===== src/rtl/control_sequencer.sv =====
//==============================================================================
// Module      : control_sequencer
// Description : Hardwired Moore control unit for the Datapath. It sequences
//               instruction fetch (T0-T2) and then dispatches on IR[31:27]:
//               R-format ALU ops, immediate ALU ops, nop and halt.
//               Optional macro MEM_HANDSHAKE_EN: T1 waits for Mem_ready.
// Revision    : 1.0 - initial release
//==============================================================================
`default_nettype none

module control_sequencer #(
    parameter int OPC_W    = 5,
    parameter int ALU_OP_W = 4
) (
    input  logic                i_Clock,
    input  logic                i_Reset,
    input  logic [31:0]         i_IR,
    input  logic                i_Stop,
    input  logic                i_Mem_ready,
    output logic                o_PCout,
    output logic                o_Zlowout,
    output logic                o_MDRout,
    output logic                o_Cout,
    output logic                o_MARin,
    output logic                o_Zin,
    output logic                o_PCin,
    output logic                o_MDRin,
    output logic                o_IRin,
    output logic                o_Yin,
    output logic                o_IncPC,
    output logic                o_Read,
    output logic                o_Gra,
    output logic                o_Grb,
    output logic                o_Grc,
    output logic                o_Rin,
    output logic                o_Rout,
    output logic [ALU_OP_W-1:0] o_ALU_op,
    output logic                o_Run
);

    typedef enum logic [2:0] {
        S_RESET = 3'd0,
        S_T0    = 3'd1,
        S_T1    = 3'd2,
        S_T2    = 3'd3,
        S_T3    = 3'd4,
        S_T4    = 3'd5,
        S_T5    = 3'd6,
        S_HALT  = 3'd7
    } state_t;

    localparam logic [OPC_W-1:0] c_OP_ADD  = OPC_W'(5'b00011);
    localparam logic [OPC_W-1:0] c_OP_SUB  = OPC_W'(5'b00100);
    localparam logic [OPC_W-1:0] c_OP_AND  = OPC_W'(5'b00101);
    localparam logic [OPC_W-1:0] c_OP_OR   = OPC_W'(5'b00110);
    localparam logic [OPC_W-1:0] c_OP_ADDI = OPC_W'(5'b01100);
    localparam logic [OPC_W-1:0] c_OP_ANDI = OPC_W'(5'b01101);
    localparam logic [OPC_W-1:0] c_OP_ORI  = OPC_W'(5'b01110);
    localparam logic [OPC_W-1:0] c_OP_HALT = OPC_W'(5'b10111);

    localparam logic [ALU_OP_W-1:0] c_ALU_NONE = ALU_OP_W'(0);
    localparam logic [ALU_OP_W-1:0] c_ALU_ADD  = ALU_OP_W'(1);
    localparam logic [ALU_OP_W-1:0] c_ALU_SUB  = ALU_OP_W'(2);
    localparam logic [ALU_OP_W-1:0] c_ALU_AND  = ALU_OP_W'(3);
    localparam logic [ALU_OP_W-1:0] c_ALU_OR   = ALU_OP_W'(4);

    state_t                r_state;
    state_t                w_next_state;
    logic                  r_stop_pend;
    logic [OPC_W-1:0]      w_opcode;
    logic                  w_is_rfmt;
    logic                  w_is_imm;
    logic [ALU_OP_W-1:0]   w_alu_sel;
    logic                  w_unused_bits;

    assign w_opcode = i_IR[31 -: OPC_W];

    // Opcode class and ALU function decode; nop and unlisted opcodes fall through as "no ALU op"
    always_comb begin
        w_is_rfmt = 1'b0;
        w_is_imm  = 1'b0;
        w_alu_sel = c_ALU_NONE;
        case (w_opcode)
            c_OP_ADD:  begin w_is_rfmt = 1'b1; w_alu_sel = c_ALU_ADD; end
            c_OP_SUB:  begin w_is_rfmt = 1'b1; w_alu_sel = c_ALU_SUB; end
            c_OP_AND:  begin w_is_rfmt = 1'b1; w_alu_sel = c_ALU_AND; end
            c_OP_OR:   begin w_is_rfmt = 1'b1; w_alu_sel = c_ALU_OR;  end
            c_OP_ADDI: begin w_is_imm  = 1'b1; w_alu_sel = c_ALU_ADD; end
            c_OP_ANDI: begin w_is_imm  = 1'b1; w_alu_sel = c_ALU_AND; end
            c_OP_ORI:  begin w_is_imm  = 1'b1; w_alu_sel = c_ALU_OR;  end
            default:   ;
        endcase
    end

`ifdef MEM_HANDSHAKE_EN
    assign w_unused_bits = ^i_IR[31-OPC_W:0];
`else
    // Mem_ready has no effect when T1 is a fixed single cycle
    assign w_unused_bits = ^{i_IR[31-OPC_W:0], i_Mem_ready};
`endif

    // State register; reset aborts any instruction immediately
    always_ff @(posedge i_Clock or posedge i_Reset) begin
        if (i_Reset) r_state <= S_RESET;
        else         r_state <= w_next_state;
    end

    // Sticky halt request; only reset clears it, so a one-cycle Stop pulse is never lost
    always_ff @(posedge i_Clock or posedge i_Reset) begin
        if (i_Reset) r_stop_pend <= 1'b0;
        else         r_stop_pend <= r_stop_pend | i_Stop;
    end

    // Next-state and Moore output decode; every strobe defaults low
    always_comb begin
        w_next_state = r_state;
        o_PCout   = 1'b0;
        o_Zlowout = 1'b0;
        o_MDRout  = 1'b0;
        o_Cout    = 1'b0;
        o_MARin   = 1'b0;
        o_Zin     = 1'b0;
        o_PCin    = 1'b0;
        o_MDRin   = 1'b0;
        o_IRin    = 1'b0;
        o_Yin     = 1'b0;
        o_IncPC   = 1'b0;
        o_Read    = 1'b0;
        o_Gra     = 1'b0;
        o_Grb     = 1'b0;
        o_Grc     = 1'b0;
        o_Rin     = 1'b0;
        o_Rout    = 1'b0;
        o_ALU_op  = c_ALU_NONE;
        o_Run     = 1'b1;
        case (r_state)
            S_RESET: begin
                o_Run        = 1'b0;
                w_next_state = S_T0;
            end
            S_T0: begin
                o_PCout      = 1'b1;
                o_MARin      = 1'b1;
                o_IncPC      = 1'b1;
                o_Zin        = 1'b1;
                w_next_state = S_T1;
            end
            S_T1: begin
                o_Zlowout = 1'b1;
                o_PCin    = 1'b1;
                o_Read    = 1'b1;
                o_MDRin   = 1'b1;
`ifdef MEM_HANDSHAKE_EN
                w_next_state = i_Mem_ready ? S_T2 : S_T1;
`else
                w_next_state = S_T2;
`endif
            end
            S_T2: begin
                o_MDRout     = 1'b1;
                o_IRin       = 1'b1;
                w_next_state = S_T3;
            end
            S_T3: begin
                if (w_is_rfmt || w_is_imm) begin
                    o_Grb        = 1'b1;
                    o_Rout       = 1'b1;
                    o_Yin        = 1'b1;
                    w_next_state = S_T4;
                end else if (w_opcode == c_OP_HALT) begin
                    w_next_state = S_HALT;
                end else begin
                    w_next_state = r_stop_pend ? S_HALT : S_T0;
                end
            end
            S_T4: begin
                if (w_is_rfmt) begin
                    o_Grc  = 1'b1;
                    o_Rout = 1'b1;
                end else if (w_is_imm) begin
                    o_Cout = 1'b1;
                end
                o_Zin        = w_is_rfmt | w_is_imm;
                o_ALU_op     = w_alu_sel;
                w_next_state = S_T5;
            end
            S_T5: begin
                o_Zlowout    = 1'b1;
                o_Gra        = 1'b1;
                o_Rin        = 1'b1;
                w_next_state = r_stop_pend ? S_HALT : S_T0;
            end
            S_HALT: begin
                o_Run        = 1'b0;
                w_next_state = S_HALT;
            end
            default: begin
                o_Run        = 1'b0;
                w_next_state = S_RESET;
            end
        endcase
    end

endmodule

`default_nettype wire


===== config.mk =====
export PLATFORM = sky130hd
export DESIGN_NAME = control_sequencer
export DESIGN_NICKNAME = d
export VERILOG_FILES = /design/src/rtl/control_sequencer.sv
export SDC_FILE = /design/constraint.sdc
export NUM_CORES = 1
export LEC_CHECK = 0
export BUFFER_PORTS_ARGS = -buffer_cell sky130_fd_sc_hd__buf_2
export CAP_MARGIN = 20
export CORE_MARGIN = 5
export CORE_UTILIZATION = 36
export DETAILED_ROUTE_END_ITERATION = 7
export MAX_ROUTING_LAYER = met4
export PLACE_DENSITY = 0.89
export SLEW_MARGIN = 15
export SYNTH_ARGS = -nofsm -noshare
export SYNTH_HDL_FRONTEND = slang
export SYNTH_SLANG_ARGS = --single-unit

===== constraint.sdc =====
create_clock -name i_Clock -period 3.45 [get_ports i_Clock]
set_input_delay 0 -clock i_Clock [delete_from_list [all_inputs] [get_ports i_Clock]]
set_output_delay 0 -clock i_Clock [all_outputs]
set_load 0.03 [all_outputs]

======== Yosys cells after proc, flatten, opt, wreduce, memory -nomap -nowiden ========
Index checks and enable logic that the tools add are counted.
storage, ports and cells
  bits in registers ....................... 4
  input port bits ......................... 36
  output and inout port bits .............. 22
cells by class
  mux-type cells .......................... 23
  bitwise logic cells ..................... 2
  equality and inequality tests ........... 15
  reductions and logical operators ........ 9
operator list
  operator                                             count
  case mux 3 bit (8 select lines)                      1
  equality test 5 x 3 -> 1 bit, second input constant  3
  equality test 5 x 4 -> 1 bit, second input constant  3
  2-to-1 mux 1 bit                                     15
  equality test 3 bit, second input constant           4
  case mux 3 bit (4 select lines)                      1
  OR reduction 2 bit                                   5
  2-to-1 mux 3 bit                                     3
  equality test 3 x 2 -> 1 bit, second input constant  2
  equality test 5 x 2 -> 1 bit, second input constant  1
  equality test 5 bit, second input constant           1
  2-to-1 mux 4 bit                                     1
  case mux 1 bit (2 select lines)                      2
  OR reduction 4 bit                                   1
  equality test 3 x 1 -> 1 bit, second input constant  1
  zero test 3 bit                                      1
  OR reduction 3 bit                                   1
  bitwise OR 1 bit                                     2
  logical OR 1 bit                                     1

======== Longest topological paths before layout ========
Gate-level depths: netlist of run 1.
  depth after elaboration ................. 6
  gate-level depth with buffers ........... 5

======== Least setup slack after synthesis of run 1 ========
No wires, ideal clock.
  path kind ............................... register to output
  from .................................... register r_state[0]
  to ...................................... output port o_PCin
  cell stages (with the launch flop) ...... 5
  path buffers ............................ 2
  required time ........................... 3.450 ns
  slack ................................... 1.506 ns
  arrival ................................. 1.944 ns
  path through ............................ dfrtp_1 -> buf_2 -> nor2b_1 -> nor2b_1 -> buf_4
between the ends
  cells in the longest elaborated chain, start to end .. 2
RTL lines
  what                          RTL line  source
  start: declaration            67        state_t r_state;
  start signal: assignment      105       else r_state <= w_next_state;
  equality test 3 x 2 -> 1 bit  n/a
  2-to-1 mux 1 bit              n/a
  end: declaration              26        output logic o_PCin,
Every way passes these cells.

======== Worst setup path in the final report of run 1 ========
  from .................................... register r_state[2]
  to ...................................... output port o_ALU_op[1]
between the ends
  cells in the longest elaborated chain, start to end .. 2
RTL lines
  what                 RTL line  source
  equality test 3 bit  136       case (r_state)
  2-to-1 mux 4 bit     136
  end: declaration     37        output logic [ALU_OP_W-1:0] o_ALU_op,
Every way passes these cells.

==> results of run 1 <==
[power breakdown]
group / total, µW / internal [µW] / switching (µW)
registers: 47.2 / 47.2 / 0.0000000000000342
logic: 24.5 / 10.9 / 13.5
clock network: 56.0 / 38.8 / 17.3
[kinds of logic (layout without fill, tap and decap cells)]
group                  after synthesis  after routing  share of synthesized area (%)
AND/OR/NAND/NOR                     32             32                           43.4
buffers and inverters               15             36                           17.9
AO/OA/AOI/OAI                       14             14                           18.1
flip-flops                           4              4                           18.3
other                                1              1                          0.687
XOR/XNOR                             1              1                           1.61
[area by class of cell]
| type | instances | area [µm²] |
|---|---|---|
| Multi-Input combinational cell | 48 | 348 |
| Clock buffer | 3 | 22.5 |
| Inverter | 3 | 11.3 |
| Tap cell | 16 | 20.0 |
| Sequential cell | 4 | 100 |
| Timing Repair Buffer | 30 | 160 |
| Fill cell | 152 | 810 |
[repair_timing]
action                                  CTS  global route
gates resized for setup                   0             0
hold endpoints to repair                  5             0
endpoints found under the setup margin    0             0
hold buffers                              2             0
[flip-flops by register name, summed over array words and instances, names as in the netlist]
signal       count
r_state          3
r_stop_pend      1
[critical path, cell delays in order, from the launching register on]
cell and delay [ns]:
dfrtp_1 0.61, nand4bb_4 0.16, or2_4 0.28, nor3_2 0.15
buf_2 0.22
[worst max-delay path by stage]
stage / start / to / slack [ns]
final: r_state[2]$_DFF_PP0_ / o_ALU_op[1] / 1.80
after global routing: r_state[2]$_DFF_PP0_ / o_Cout / 1.68
after CTS: r_state[2]$_DFF_PP0_ / o_ALU_op[1] / 1.80
after detailed placement: r_state[2]$_DFF_PP0_ / o_ALU_op[1] / 2.05
after global placement: r_state[2]$_DFF_PP0_ / o_Cout / 2.09
after floorplan: r_state[0]$_DFF_PP0_ / o_PCin / 1.51
[routing by layer]
layer,vias to the layer above,wire length [µm],track usage [%]
met3,0,76,3.36
met4,0,0,7.62
met5,-,0,-
li1,269,-,-
met1,238,471,10.9
met2,15,709,20.0
[cell usage in the layout (no fill, tap or decap), types with 2 or more instances in the layout]
| cell type | instances |
|---|---|
| buf_2 | 28 |
| nor2_1 | 5 |
| nand2_1 | 5 |
| a21oi_1 | 5 |
| dfrtp_1 | 4 |
| nand2b_1 | 3 |
| inv_1 | 3 |
| clkbuf_4 | 3 |
| nor2b_1 | 2 |
| nor3_1 | 2 |
| nor3_2 | 2 |
| dlygate4sd3_1 | 2 |
[metrics by stage]
stage          hold slack (ns)  instances
3_3_place_gp            -0.123         99
4_1_cts                  0.158        104
3_5_place_dp            -0.118         99
6_report                 0.172        104
2_1_floorplan           -0.234         67
5_1_grt                  0.195        104
==> results.md, run 1 <==
## CTS
• Longest Clk Path Bufs: 2
• clk root buf: clkbuf_4
• number of setup buffers added after CTS: 0
• CTS tree: done
• clock transition at the registers of the reported paths: 0.03 ns
• total number of H-tree levels: 1
• Skew-Pair Late Insertion Delay: 0.23 ns
• TritonCTS buffer count: 3
• clock sink count: 4

## Final layout
• number of antenna repair diodes: 0
• final net count: 126
• synth-to-layout area growth: 21.3%
• final core area utilization: 45.0%
• share of final-layout standard cells stronger than drive strength 1: 45.5%
• final design area excluding fillers: 662 µm²

## Synthesis
• commonest cells in the netlist: buf_4 (8), a21oi_1 (5), nand2_1 (5), nor2_1 (5), dfrtp_1 (4)
• most frequently used cell type in the post-synthesis netlist: buf_4
• number of instances in the synthesized netlist: 67
• Mean Syn Cell Area: 8.14 µm²
• number of synthesized flops with an enable pin: 0
• Synth top area share: 18.3%
• count of warnings emitted by yosys: 0
• number of library cell types mapped by synthesis: 36
• top cells by area in the synthesized netlist: dfrtp_1 (18%), buf_4 (11%), nand4bb_4 (5.0%)
• FF+latch count, synth: 4
• top cell type by total area after synthesis: dfrtp_1
• predominant post-synthesis flop cell: dfrtp_1
• async set or reset register ratio after synthesis: 100%
• Net Count, Synth: 103
• summed instance area of the synthesized netlist: 546 µm²
• proportion of synthesized chip area in sequential cells: 18.3%

## GRT
• total grt overflow: 0
• initial antenna violation count: 0
• global-route wire length before repair: 2200 µm
• largest net degree at the start of global routing: 16
• number of global-route vias before repair: 531
• Tot GR Track Use: 11.6%

## Min path
• depth of the worst hold-timing path: 3
• Hold Path Origin: i_IR[29]
• WHS Endpoint: r_state[1]$_DFF_PP0_
• class of the tightest hold or removal check: in -> reg

## Setup path
• top fanout value on the critical path: 15
• Critical Path Sink Type: output pin
• number of cells traversed by the worst register-to-register path: 3
• signal arrival time at the worst endpoint: 1.65 ns
• required arrival time at the worst endpoint: 3.45 ns
• type of element launching the critical path: register
• Worst R2R Start: r_state[2]$_DFF_PP0_
• worst setup path category: reg -> out
• endpoint of the most critical register-to-register path: r_state[2]$_DFF_PP0_
• reg2reg setup slack: 2.15 ns

## Floorplanning
• Die H: 48.9 µm
• Die X: 48.9 µm
• die area: 2390 µm²
• effective utilization at floorplan: 37.1%
• placeable core area: 1470 µm²
• number of placed I/O pins: 58
• floorplan row count: 14

## Pwr
• IR Drop Worst-Case VDD: 0.174 mV
• overall power: 128 µW
• leakage power: 0.000326 µW
• Cell Pwr Density: 193 nW/µm²

## STA
• final count of hold timing violations: 0
• final-report setup violation count: 0
• final-layout setup total negative slack: 0 ns
• fmax: 608 MHz
• final-report max-slew violation count: 0
• final worst path period share: 47.7%
• clk_skew: 0.000816 ns
• RSZ-0062 raised after global routing: no
• final setup slack of the worst path: 1.80 ns
• final critical path time including I/O delays and setup: 1.65 ns

## Placement
• post-place setup slack: 2.05 ns
• input/output buffers: 28
• post-DP HPWL: 1010 µm
• DP Area: 619 µm²
• Final GP Congestion: 0.776

## Detailed routing
• per-cell routed wire length: 12.1 µm
• number of remaining DRC errors: 0
• Via density: 5.02
• final wirelength: 1260 µm
• Detail Route Antenna Nets: 0
• TritonRoute pass-1 iters: 4
• via total after detailed routing: 522
• initial detailed-routing violation count: 9

## Outcome
• status: finished, final reports clean

## Run
• max capacitance violation total: 0

Note: power is estimated with default switching activity, not from simulation.
==> inputs of run 2 (changes only) <==
CORE_UTILIZATION = 30   (was 36)
PLACE_DENSITY = 0.8   (was 0.89)
clock period = 1.5 ns   (was 3.45 ns; I/O delays follow)
==> results.md, run 2 (synthesis results as in run 1) <==
## STA
• final-layout setup total negative slack: 0 ns
• clk_skew: 0.00353 ns
• final-report setup violation count: 0
• final setup slack of the worst path: 0.0808 ns
• final count of hold timing violations: 0
• RSZ-0062 raised after global routing: no
• final worst path period share: 94.6%
• final critical path time including I/O delays and setup: 1.42 ns
• fmax: 705 MHz
• final-report max-slew violation count: 0

## Final layout
• final design area excluding fillers: 727 µm²
• highest-count cells in the layout ignoring fill and taps: buf_2 (27), nor2_1 (5), nand2_1 (5), a21oi_1 (5), buf_4 (5)
• final net count: 131
• combined area of the multi-input logic cells: 359 µm²
• number of fill cells: 188
• largest registers: r_state: 3 flops, r_stop_pend: 1 flops
• Largest register FFs: 3
• synth-to-layout area growth: 33.3%
• share of final-layout standard cells stronger than drive strength 1: 53.8%
• most common cell after layout, fill and taps aside: buf_2
• number of antenna repair diodes: 0
• Register Area: 103 µm²
• largest register by flop count: r_state

## Setup path
• endpoint of the most critical register-to-register path: r_state[2]$_DFF_PP0_
• type of element launching the critical path: register
• Worst R2R Start: r_state[2]$_DFF_PP0_
• signal arrival time at the worst endpoint: 1.42 ns
• worst setup path category: reg -> out
• required arrival time at the worst endpoint: 1.50 ns
• Critical Path Sink Type: output pin
• list of cells traversed by the critical path: nand4bb_4, or2_4, nor3b_2, clkbuf_4
• reg2reg setup slack: 0.24 ns
• cell at the slowest stage of the critical path: dfrtp_2
• number of cells traversed by the worst register-to-register path: 4
• CP max stage delay: 0.43 ns
• top fanout value on the critical path: 7

## Detailed routing
• initial detailed-routing violation count: 9
• number of remaining DRC errors: 0
• Detail Route Antenna Nets: 0
• via total after detailed routing: 536
• final wirelength: 1410 µm
• TritonRoute pass-1 iters: 4
• per-cell routed wire length: 11.9 µm
• Via density: 4.54

## Pwr
• combinational fraction of design power: 19.1%
• Cell Pwr Density: 404 nW/µm²
• Internal Dissipation: 223 µW
• sw frac: 24.0%
• IR Drop Worst-Case VDD: 0.337 mV
• switching power of the nets: 70.5 µW
• register share of total power: 37.0%
• leakage power: 0.000348 µW
• power share of the clock group: 43.9%

## CTS
• Longest Clk Path Bufs: 2
• clock transition at the registers of the reported paths: 0.04 ns
• Skew-Pair Late Insertion Delay: 0.23 ns
• TritonCTS buffer count: 3
• clock sink count: 4
• total number of H-tree levels: 1
• CTS tree: done
• clk root buf: clkbuf_4

## Floorplanning
• floorplan row count: 15
• die area: 2770 µm²
• placeable core area: 1730 µm²
• Die H: 52.6 µm
• effective utilization at floorplan: 31.6%
• Die X: 52.6 µm
• number of placed I/O pins: 58

## Placement
• Final GP Congestion: 0.771
• post-place setup slack: 0.213 ns
• input/output buffers: 28
• DP Area: 664 µm²
• post-DP HPWL: 1090 µm

## Min path
• class of the tightest hold or removal check: in -> async

## GRT
• initial antenna violation count: 0
• global-route wire length before repair: 2200 µm
• total grt overflow: 0
• largest net degree at the start of global routing: 12
• Tot GR Track Use: 10.8%
• number of global-route vias before repair: 517

## Outcome
• status: finished, final reports clean

## Run
• max capacitance violation total: 0

[run 2: cell count changes in the layout (fill, tap and decap cells not counted), moves of 2 or more]
cell and change:
dfrtp_1 -2, nor2b_1 -2, dfrtp_2 +2, buf_4 +5
[run 2: per-stage QoR]
stage | util [%] | power [µW] | hold slack [ns] | instances
after floorplan | - | 145 | -0.234 | 67
after global routing | 42.1 | 312 | 0.218 | 118
after detailed placement | 38.5 | 161 | -0.116 | 111
after global placement | 38.5 | 160 | -0.123 | 111
after CTS | 41.0 | 302 | 0.170 | 116
final | 42.1 | 293 | 0.187 | 118
[run 2: worst max-delay path: cells and delay by family, from the launching register on]
kind / cells / cell delay (ns)
simple gates: 3 / 0.55
buf+inv: 1 / 0.20
flops: 1 / 0.43
[run 2: how the worst max path moves through the flow]
| stage | startpoint | to | slack [ns] |
|---|---|---|---|
| detailed placement | r_state[2]$_DFF_PP0_ | o_Cout | 0.21 |
| global route | r_state[1]$_DFF_PP0_ | o_Cout | 0.0006 |
| floorplan | r_state[0]$_DFF_PP0_ | o_Yin | 0.04 |
| global placement | r_state[2]$_DFF_PP0_ | o_Cout | 0.22 |
| CTS | r_state[0]$_DFF_PP0_ | o_Cout | 0.01 |
| finish | r_state[0]$_DFF_PP0_ | o_Cout | 0.08 |
[run 2: timing repair]
action	4_1_cts	5_1_grt
resized for setup	1	2
endpoints found under the hold margin	5	0
setup endpoints to repair	3	3
cloned	0	0
setup buffers	0	2
hold buffers	2	0
[run 2: area by class of cell]
type	instances	area share, %
clock buffer	3	3.10
sequential	4	14.1
tap	25	4.30
multi-input combinational	48	49.4
inverter	3	1.55
timing repair buffer	35	27.5
[run 2: layer usage]
layer / vias to the layer above / global-route usage (%) / routed length (µm)
li1: 278 / - / -
met1: 239 / 11.0 / 521
met2: 15 / 18.0 / 753
met3: 4 / 2.85 / 97
met4: 0 / 7.23 / 33
met5: - / - / 0
[run 2: power by group through the flow]
| stage | Sequential [µW] | Clock (µW) | Combinational, µW |
|---|---|---|---|
| floorplan | 110 | 0 | 35.5 |
| global placement | 110 | 0 | 49.8 |
| detailed placement | 110 | 0 | 51.5 |
| CTS | 108 | 138 | 55.5 |
| global route | 108 | 141 | 62.2 |
| finish | 109 | 129 | 56.0 |
==> inputs of run 3 (changes only) <==
ABC_AREA = 1   (was not set)
CORE_UTILIZATION = 29   (was 30)
==> results.md, run 3 <==
## Outcome
• status: finished, final reports clean

## Floorplanning
• Die X: 51.6 µm
• number of placed I/O pins: 58
• effective utilization at floorplan: 29.8%
• floorplan row count: 15
• placeable core area: 1690 µm²
• die area: 2670 µm²
• Die H: 51.6 µm

## Final layout
• Register Area: 100 µm²
• share of final-layout standard cells stronger than drive strength 1: 47.6%
• Largest register FFs: 3
• number of antenna repair diodes: 0
• highest-count cells in the layout ignoring fill and taps: buf_2 (28), nand2_1 (18), nor2_1 (12)
• largest registers: r_state: 3 flops, r_stop_pend: 1 flops
• largest register by flop count: r_state
• combined area of the multi-input logic cells: 288 µm²
• final net count: 143
• synth-to-layout area growth: 28.1%
• number of fill cells: 190
• non-filler instance count after layout: 122
• most common cell after layout, fill and taps aside: buf_2

## Detailed routing
• Detail Route Antenna Nets: 0
• per-cell routed wire length: 9.34 µm
• initial detailed-routing violation count: 5
• Via density: 4.39
• via total after detailed routing: 535
• number of remaining DRC errors: 0
• final wirelength: 1140 µm
• TritonRoute pass-1 iters: 3

## Setup path
• required arrival time at the worst endpoint: 1.50 ns
• cell at the slowest stage of the critical path: dfrtp_1
• critical path launch point: r_state[0]$_DFF_PP0_
• signal arrival time at the worst endpoint: 1.36 ns
• list of cells traversed by the critical path: inv_2, nor3_2, inv_1, nand2_1, buf_2
• endpoint of the most critical register-to-register path: r_state[1]$_DFF_PP0_
• number of buffer and inverter stages on the critical path: 3
• type of element launching the critical path: register
• top fanout value on the critical path: 8
• family with the most delay on the worst path: flip-flops
• Critical Path Sink Type: output pin
• number of cells traversed by the worst register-to-register path: 5
• capturing instance or port of the critical path: o_Zin
• reg2reg setup slack: 0.38 ns
• number of cells on the critical path: 5
• Worst R2R Start: r_state[0]$_DFF_PP0_
• worst setup path category: reg -> out
• CP max stage delay: 0.51 ns

## CTS
• TritonCTS buffer count: 3
• CTS tree: done
• total number of H-tree levels: 1
• Skew-Pair Late Insertion Delay: 0.23 ns
• post-CTS resize count: 0
• clock transition at the registers of the reported paths: 0.04 ns
• clk root buf: clkbuf_4
• Longest Clk Path Bufs: 2
• clock sink count: 4

## Synthesis
• number of library cell types mapped by synthesis: 19
• proportion of synthesized chip area in sequential cells: 19.9%
• number of synthesized flops with an enable pin: 0
• count of warnings emitted by yosys: 0
• top cells by area in the synthesized netlist: dfrtp_1 (20%), buf_4 (13%), nand2_1 (13%)
• Net Count, Synth: 118
• predominant post-synthesis flop cell: dfrtp_1
• Mean Syn Cell Area: 6.13 µm²
• async set or reset register ratio after synthesis: 100%
• FF+latch count, synth: 4
• Synth top area share: 19.9%
• number of instances in the synthesized netlist: 82
• top cell type by total area after synthesis: dfrtp_1
• commonest cells in the netlist: nand2_1 (18), nor2_1 (12), buf_4 (9), inv_1 (9), nand3_1 (6)
• most frequently used cell type in the post-synthesis netlist: nand2_1
• summed instance area of the synthesized netlist: 503 µm²

## Pwr
• IR Drop Worst-Case VDD: 0.146 mV
• overall power: 287 µW
• Cell Pwr Density: 446 nW/µm²
• leakage power: 0.000406 µW

## GRT
• initial antenna violation count: 0
• number of global-route vias before repair: 486
• global-route wire length before repair: 1880 µm
• Tot GR Track Use: 9.36%
• largest net degree at the start of global routing: 10
• total grt overflow: 0

## STA
• final critical path time including I/O delays and setup: 1.36 ns
• clk_skew: 0.00236 ns
• final setup slack of the worst path: 0.136 ns
• RSZ-0062 raised after global routing: no
• Worst Hold Margin: 0.189 ns
• final-report max-slew violation count: 0
• final-layout setup total negative slack: 0 ns
• final-report setup violation count: 0
• fmax: 733 MHz
• final worst path period share: 90.9%
• final count of hold timing violations: 0

## Placement
• Final GP Congestion: 0.811
• input/output buffers: 28
• post-DP HPWL: 994 µm
• Inst Count DP: 117
• post-place setup slack: 0.353 ns

## Min path
• class of the tightest hold or removal check: in -> async

## Run
• max capacitance violation total: 0

-- run 3: cell types whose count changed after synthesis, sizes merged, moves of 2 or more --
cell     previous run  this run
nand4bb             2         0
nor2b               2         0
and2                2         0
nand2               5        21
inv                 3        14
nor2                5        18
nand2b              3         0
nor3                4         2
a21oi               5         0
buf                12        10
nand3               0         7
-- run 3: repair_timing --
item / in CTS / in global routing
setup endpoints to repair: 0 / 0
hold buffers: 2 / 0
buffers inserted: 0 / 0
hold endpoints to repair: 5 / 0
-- run 3: cell type report --
| class | count | share of cell area [%] |
|---|---|---|
| tap | 17 | 3.30 |
| sequential | 4 | 15.5 |
| inverter | 14 | 8.16 |
| clock buffer | 3 | 3.50 |
| timing repair buffer | 30 | 24.9 |
| multi-input combinational | 54 | 44.7 |
-- run 3: power by group --
part / switching (µW) / internal, µW / total (µW)
registers: 0.0000000000000608 / 109 / 109
logic: 31.5 / 18.5 / 49.9
clock network: 39.7 / 89.2 / 129
total: 71.2 / 216 / 287
-- run 3: worst reg2reg max path, stage by stage (launching register included) --
cell and delay, ns:
dfrtp_1 0.48, nor2_1 0.17, nand2_1 0.08, nor2_1 0.15, nand3_1 0.09, nand3_1 0.08
-- run 3: cells by family (layout without fill, tap and decap cells) --
family / count (synthesis) / count (layout) / synth area share [%]
other cells: 1 / 1 / 0.746
buf+inv: 24 / 47 / 26.1
flops: 4 / 4 / 19.9
simple gates: 50 / 50 / 49.5
compound gates: 3 / 3 / 3.73
-- run 3: stage by stage --
stage	utilization, %	cell area, µm²
finish	38.1	644
floorplan	-	519
global placement	35.6	602
global route	38.1	644
CTS	38.1	644
detailed placement	35.6	602
-- run 3: metal layers --
layer	vias up	GRT usage [%]	share of wire, %
li1	285	-	-
met1	230	9.41	41
met2	18	17.6	51
met3	2	0.860	6.6
met4	0	5.24	1.2
met5	-	-	0
-- run 3: worst min path at each step --
stage                 start                    end  slack (ns)  cells past startpoint
floorplan           i_Reset   r_state[0]$_DFF_PP0_       -0.23                      1
global placement    i_Reset  r_stop_pend$_DFF_PP0_       -0.12                      2
detailed placement  i_Reset   r_state[2]$_DFF_PP0_       -0.12                      2
CTS                 i_Reset   r_state[1]$_DFF_PP0_        0.19                      3
global route        i_Reset   r_state[1]$_DFF_PP0_        0.21                      3
finish              i_Reset   r_state[1]$_DFF_PP0_        0.19                      3
